File: src/rtl/spi_master_tx.sv
// SPI initiator, mode 0 (CPOL=0, CPHA=0).
// Sends one register write per request as three MSB-first bytes:
// {3'b000, addr[4:0]}, data[15:8], data[7:0]. Every output comes
// straight from a flop.
module spi_master_tx #(
    parameter int CLK_DIV = 4    // clk_in cycles per SCLK half-period, 2..255
) (
    input  logic        clk_in,
    input  logic        reset_in,
    input  logic        req_valid_in,
    output logic        req_ready_out,
    input  logic [4:0]  addr_in,
    input  logic [15:0] data_in,
    output logic        done_out,
    output logic        busy_out,
    output logic        spi_cs_out,
    output logic        spi_sclk_out,
    output logic        spi_mosi_out
);

    typedef enum logic [2:0] {
        ST_IDLE,
        ST_LOW,
        ST_HIGH,
        ST_HOLD,
        ST_GAP
    } state_t;

    localparam logic [7:0] DIV_LAST = 8'(CLK_DIV - 1);
    localparam logic [4:0] BIT_LAST = 5'd23;

    state_t      state_reg, state_next;
    logic [7:0]  div_reg, div_next;
    logic [4:0]  bit_cnt_reg, bit_cnt_next;
    logic [23:0] shift_reg, shift_next;
    logic        cs_reg, cs_next;
    logic        sclk_reg, sclk_next;
    logic        ready_reg, ready_next;
    logic        busy_reg, busy_next;
    logic        done_reg, done_next;
    logic        div_last;

    // MOSI is the top bit of the shift register. The register is cleared
    // whenever chip select is released, so the line rests low between
    // frames and holds the last bit through the HOLD phase.
    assign spi_mosi_out  = shift_reg[23];
    assign spi_cs_out    = cs_reg;
    assign spi_sclk_out  = sclk_reg;
    assign req_ready_out = ready_reg;
    assign busy_out      = busy_reg;
    assign done_out      = done_reg;

    assign div_last = (div_reg == DIV_LAST);

    // State and output registers with synchronous reset; a reset
    // mid-frame abandons the transfer without a done pulse.
    always_ff @(posedge clk_in) begin
        if (reset_in) begin
            state_reg   <= ST_IDLE;
            div_reg     <= 8'd0;
            bit_cnt_reg <= 5'd0;
            shift_reg   <= 24'd0;
            cs_reg      <= 1'b1;
            sclk_reg    <= 1'b0;
            ready_reg   <= 1'b1;
            busy_reg    <= 1'b0;
            done_reg    <= 1'b0;
        end else begin
            state_reg   <= state_next;
            div_reg     <= div_next;
            bit_cnt_reg <= bit_cnt_next;
            shift_reg   <= shift_next;
            cs_reg      <= cs_next;
            sclk_reg    <= sclk_next;
            ready_reg   <= ready_next;
            busy_reg    <= busy_next;
            done_reg    <= done_next;
        end
    end

    // Next-state and next-output logic. Each phase lasts CLK_DIV cycles,
    // and the divider restarts at every phase change.
    always_comb begin
        state_next   = state_reg;
        div_next     = div_reg;
        bit_cnt_next = bit_cnt_reg;
        shift_next   = shift_reg;
        cs_next      = cs_reg;
        sclk_next    = sclk_reg;
        ready_next   = ready_reg;
        busy_next    = busy_reg;
        done_next    = 1'b0;

        case (state_reg)
            ST_IDLE: begin
                div_next     = 8'd0;
                bit_cnt_next = 5'd0;
                if (req_valid_in && ready_reg) begin
                    shift_next = {3'b000, addr_in, data_in};
                    cs_next    = 1'b0;
                    ready_next = 1'b0;
                    busy_next  = 1'b1;
                    state_next = ST_LOW;
                end
            end

            ST_LOW: begin
                if (div_last) begin
                    div_next   = 8'd0;
                    sclk_next  = 1'b1;
                    state_next = ST_HIGH;
                end else begin
                    div_next = div_reg + 8'd1;
                end
            end

            ST_HIGH: begin
                if (div_last) begin
                    div_next  = 8'd0;
                    sclk_next = 1'b0;
                    if (bit_cnt_reg == BIT_LAST) begin
                        state_next = ST_HOLD;
                    end else begin
                        // Falling SCLK edge: present the next bit.
                        shift_next   = {shift_reg[22:0], 1'b0};
                        bit_cnt_next = bit_cnt_reg + 5'd1;
                        state_next   = ST_LOW;
                    end
                end else begin
                    div_next = div_reg + 8'd1;
                end
            end

            ST_HOLD: begin
                if (div_last) begin
                    div_next   = 8'd0;
                    cs_next    = 1'b1;
                    shift_next = 24'd0;
                    state_next = ST_GAP;
                end else begin
                    div_next = div_reg + 8'd1;
                end
            end

            ST_GAP: begin
                if (div_last) begin
                    div_next   = 8'd0;
                    done_next  = 1'b1;
                    ready_next = 1'b1;
                    busy_next  = 1'b0;
                    state_next = ST_IDLE;
                end else begin
                    div_next = div_reg + 8'd1;
                end
            end

            default: begin
                state_next = ST_IDLE;
            end
        endcase
    end

endmodule

File: config.mk
export PLATFORM = sky130hd
export DESIGN_NAME = spi_master_tx
export DESIGN_NICKNAME = d
export VERILOG_FILES = /design/src/rtl/spi_master_tx.sv
export SDC_FILE = /design/constraint.sdc
export NUM_CORES = 1
export LEC_CHECK = 0
export CAP_MARGIN = 15
export CORE_ASPECT_RATIO = 2
export CORE_MARGIN = 2
export CORE_UTILIZATION = 50
export CTS_CLUSTER_SIZE = 30
export DETAILED_ROUTE_END_ITERATION = 6
export PLACE_DENSITY = 0.81
export SYNTH_ARGS = -nofsm -noshare
export SYNTH_HDL_FRONTEND = slang
export SYNTH_SLANG_ARGS = --single-unit
export TNS_END_PERCENT = 1
File: constraint.sdc
create_clock -name clk_in -period 1.9 [get_ports clk_in]
set_input_delay 0.19 -clock clk_in [delete_from_list [all_inputs] [get_ports clk_in]]
set_output_delay 0.19 -clock clk_in [all_outputs]
set_load 0.02 [all_outputs]
# Yosys cells after proc, flatten, opt, wreduce, memory -nomap -nowiden
# Cells that the tools add are included.
# totals
inputBits	24
out_inout_bits	6
elab_cells	66
regBits	45
# op_classes
bitwise_logic	1
addsub	2
n_eq_ne	12
muxes	26
reduce_logical	16
# ops
op	n
24-bit two-way mux	4
24-bit case mux with 3 select lines	1
8-bit case mux with 2 select lines	1
3-bit two-way mux	5
3-bit case mux with 5 select lines	1
2-bit inequality test (second input constant)	6
3-bit AND reduction	4
5-bit two-way mux	2
5-bit case mux with 2 select lines	1
5-bit AND reduction	2
2-bit nonzero test	5
8-bit by 1-bit adder with 8-bit output (second input constant)	1
8-bit by 2-bit == test with 1-bit output (second input constant)	1
8-bit two-way mux	1
1-bit case mux with 2 select lines	4
3-bit by 2-bit == test with 1-bit output (second input constant)	2
5-bit by 1-bit adder with 5-bit output (second input constant)	1
5-bit == test (second input constant)	1
1-bit two-way mux	5
4-bit OR reduction	1
3-bit by 1-bit == test with 1-bit output (second input constant)	1
3-bit == test (second input constant)	1
3-bit zero test	1
3-bit nonzero test	1
other kinds (4)	4

# Longest topological paths before layout
# depth
ltp_word	4
ltp_mapped	7
depth_no_buf	5

# Worst setup path after synthesis
# OpenSTA, ideal clock, no wires.
# synth_path
path_type	register to register
start	reg div_reg[0]
end	reg shift_reg[18]
path_stages_with_launch	7
arrival_ps	1649
synth_period_minus_slack_ps	1720
required_ps	1830
path_buffers	1
path_slack_ps	180
setup_ps	70
cell_sequence	dfxtp_1 > ha_1 > nor4b_4 > a21oi_2 > buf_6 > or3_1 > a21oi_1
# synth_via
elab_chain_len	3
word_cells_on_any_way	4
cone_classes	eq/ne (3); reduce/logical (1)
# synth_rtl
element	line	rtl
start: declaration	33	logic [7:0] div_reg, div_next;
start signal: assignment	70	div_reg <= div_next;
8-bit by 2-bit == test with 1-bit output (*)	53	assign div_last = (div_reg == DIV_LAST);
2-bit inequality test (no source line)	-	
5-bit AND reduction (no source line) (*)	-	
end signal: assignment	72	shift_reg <= shift_next;
end: declaration	35	logic [23:0] shift_reg, shift_next;
# Mark *: on every way between the ends. The rest lies on a longest branch, timed or not.
# A chain may end at the register's enable or synchronous reset.

# Worst setup path in the final report
# layout_path
start	reg div_reg[1]
end	reg shift_reg[19]
# Same word-level chain as after synthesis.

==> qor.yml <==
status: "completed"
leakagePower_uw: 0.001003
core_area_sq_mm: 0.004382
grt_max_degree: 41
whs_ps: 469.4
clock.fmax_mhz: 551.5
syn_nets: 294
swShare: 0.2522
cp-startpoint: "div_reg[1]$_SDFFE_PP0P_"
insertion_delay_ps: 300
cpMostUsedCell: "a21oi_2"
n_fill_cell: 388
switchingPower_uw: 475.4
syn_inst: 268
grtUsageTotal: 0.2425
cpPeakStageDelay_ps: 380
yosys_warnings: 0
die_area_sq_mm: 0.005161
cp.arrival_ps: 2050
syn-cell-area_sq_mm: 0.002286
layout.nets: 328
ios: 30
drtIter0Drc: 45
final-setup-viol-count: 0
row_count: 34
power_frac_seq: 0.532
internal_power_uw: 1410
hp-class: "register to register"
path_buf_inv: 2
clock_skew_ps: 7.932
reg2reg_from: "div_reg[1]$_SDFFE_PP0P_"
vias_per_cell: 6.129
cts_root_buf: "clkbuf_8"
slew-limit-headroom: 0.7302
vdd_drop_max_v: 0.0007036
r2r_cells: 7
final_cell_mix: "44 x dfxtp_1, 29 x clkdlybuf4s50_1, 27 x o21ai_0, 27 x a21oi_1"
overflow: 0
synth_area_per_cell_sq_um: 8.530
drive_gt1_frac: 0.1551
slew_violations: 0
drc: 0
crit_end: "shift_reg[19]$_SDFFE_PP0P_"
worstSetupStartpointType: "register"
reg2reg_to: "shift_reg[19]$_SDFFE_PP0P_"
synth_seq_area_share: 0.3941
ant_nets: 0
cp_slowest_cell: "or3_4"
tightest_slew_ps: 403.5
path_clk_slew_ps: 90
cp.required_ps: 2140
n_antenna_cell: 0
clockBufferDepth: 2
ys_seq_elements: 45
area_growth_pct: 25.34
final_cells: 357
crit_type: "register to register"
hold_viol_final: 0
cts_tree: "yes"
place_congestion: 0.8439
cpLargestDelayFamily: "simple AND/OR/NAND/NOR gates"
num_vias: 2188
initial_core_util: 0.5217
async_reset_ff_frac: 0
finalCritPeriodShare: 0.9544
dr.pass1.iters: 4
reg2reg_slack_ps: 90
max_cap_violations: 0
grt_pass1_wl_um: 9687
p_per_area_mw_per_mm2: 657.9
port_buffers: 29
endpoint_kind: "register"
dp_hpwl_um: 3948
die_x_um: 51.81
yosysUniqueCellTypes: 53
crit_path_max_fanout: 40
synth_edf_count: 0
cts_buffers: 5
dp_cells: 347
die_h_um: 99.62
cts_max_level: 2
clock_power_share: 0.332
largest_reg_flops: 24
cts_sinks: 45
cp.depth: 7
period_minus_slack_ps: 1813
final_common_cell: "dfxtp_1"
antenna_found_initial: 0
grt_pass1_vias: 2193
pwr-share-comb: 0.136
yosys_most_used_dff: "dfxtp_1"
worstPathCellList: "ha_2, nor4b_4, buf_4, a21oi_2, buf_12, or3_4, a21oi_2"
drt-total-wl_um: 5767
wl_per_cell_um: 16.15
[final cells by class]
cell class | instances | area (sq um) | area share
Multi-Input combinational cell | 196 | 1282 | 0.4476
Timing Repair Buffer | 51 | 505.5 | 0.1764
Clock inverter | 2 | 13.76 | 0.004803
Inverter | 3 | 11.26 | 0.003930
Tap cell | 54 | 67.56 | 0.02358
Clock buffer | 6 | 82.58 | 0.02882
Sequential cell | 45 | 902.1 | 0.3148
[tightest hold or removal path: cells and delay by family (launching register included)]
family           cells  cell delay, ps
muxes                1              50
DFF                  1             320
and+or+nand+nor      1              50
[worst min path at each step]
stage | depth (start not counted) | endpoint | start | slack (ps)
6_report | 2 | shift_reg[22]$_SDFFE_PP0P_ | shift_reg[22]$_SDFFE_PP0P_ | 470
5_1_grt | 2 | shift_reg[2]$_SDFFE_PP0P_ | shift_reg[2]$_SDFFE_PP0P_ | 500
4_1_cts | 2 | shift_reg[23]$_SDFFE_PP0P_ | shift_reg[23]$_SDFFE_PP0P_ | 470
3_5_place_dp | 2 | shift_reg[23]$_SDFFE_PP0P_ | shift_reg[23]$_SDFFE_PP0P_ | 450
3_3_place_gp | 2 | shift_reg[22]$_SDFFE_PP0P_ | shift_reg[22]$_SDFFE_PP0P_ | 440
2_1_floorplan | 1 | state_reg[0]$_SDFFE_PP0P_ | reset_in | 270
[power groups by stage]
stage | clock network (uW) | registers [uW] | logic (uW)
global route | 672 | 1010 | 283
finish | 625 | 1000 | 256
floorplan | 0 | 1030 | 135
detailed placement | 0 | 1020 | 250
CTS | 635 | 1000 | 252
global placement | 0 | 1020 | 245
[cells by family (layout without fill, tap and decap cells)]
logic type / count (synthesis) / after routing / share of synthesized area
compound gates: 110 / 110 / 0.3142
xor+xnor: 2 / 2 / 0.007664
fa+ha+maj: 2 / 2 / 0.01095
buf+inv: 27 / 62 / 0.05528
flops: 45 / 45 / 0.3941
mux: 3 / 3 / 0.01314
simple gates: 79 / 79 / 0.2047
[through the flow]
stage	util	area (sq um)	worst slack [ps]	total power, uW	setup TNS (ps)
floorplan	-	2286	180.2	1162	0
global placement	0.6245	2736	-4.575	1268	-4.575
detailed placement	0.6245	2736	-89.27	1275	-1293
CTS	0.6465	2833	39.05	1890	0
global route	0.6539	2865	-1.626	1962	-2.560
finish	0.6539	2865	86.68	1885	0
[cells in the mapped netlist (2+ instances only)]
master | number | share of area
a22oi_1 | 20 | 0.066
xnor2_1 | 2 | 0.0077
nor3b_1 | 2 | 0.0066
ha_1 | 2 | 0.011
o211a_1 | 2 | 0.0088
nand4b_1 | 3 | 0.011
o211ai_1 | 2 | 0.0066
nor2_1 | 7 | 0.011
o21ai_0 | 27 | 0.059
nand4_1 | 2 | 0.0055
a22o_1 | 2 | 0.0077
nor3_1 | 2 | 0.0044
a211oi_1 | 2 | 0.0066
o21a_1 | 3 | 0.0099
a21oi_1 | 29 | 0.063
or3_1 | 21 | 0.057
nor2b_1 | 2 | 0.0055
a31oi_1 | 4 | 0.011
dfxtp_1 | 45 | 0.39
nand3_1 | 11 | 0.024
a2111oi_2 | 2 | 0.013
buf_2 | 5 | 0.011
o32ai_1 | 3 | 0.011
mux2i_1 | 3 | 0.013
or2_2 | 2 | 0.0055
buf_6 | 2 | 0.0099
o311ai_0 | 3 | 0.011
clkbuf_1 | 15 | 0.025
and3_1 | 2 | 0.0055
nand2_1 | 15 | 0.025
o31ai_1 | 2 | 0.0066
inv_1 | 3 | 0.0049
[metal layers]
layer,vias to the layer above,GRT usage,share of wire
li1,1084,-,-
met1,1039,0.2605,0.38
met2,48,0.4329,0.55
met3,17,0.04054,0.034
met4,0,0.1296,0.036
met5,-,0,0
[what timing repair did]
action	4_1_cts	5_1_grt
setup buffers	0	2
endpoints found under the hold margin	0	0
gates resized for setup	0	6
hold buffers	0	0
endpoints found under the setup margin	0	19
(Power assumes the default switching activity.)
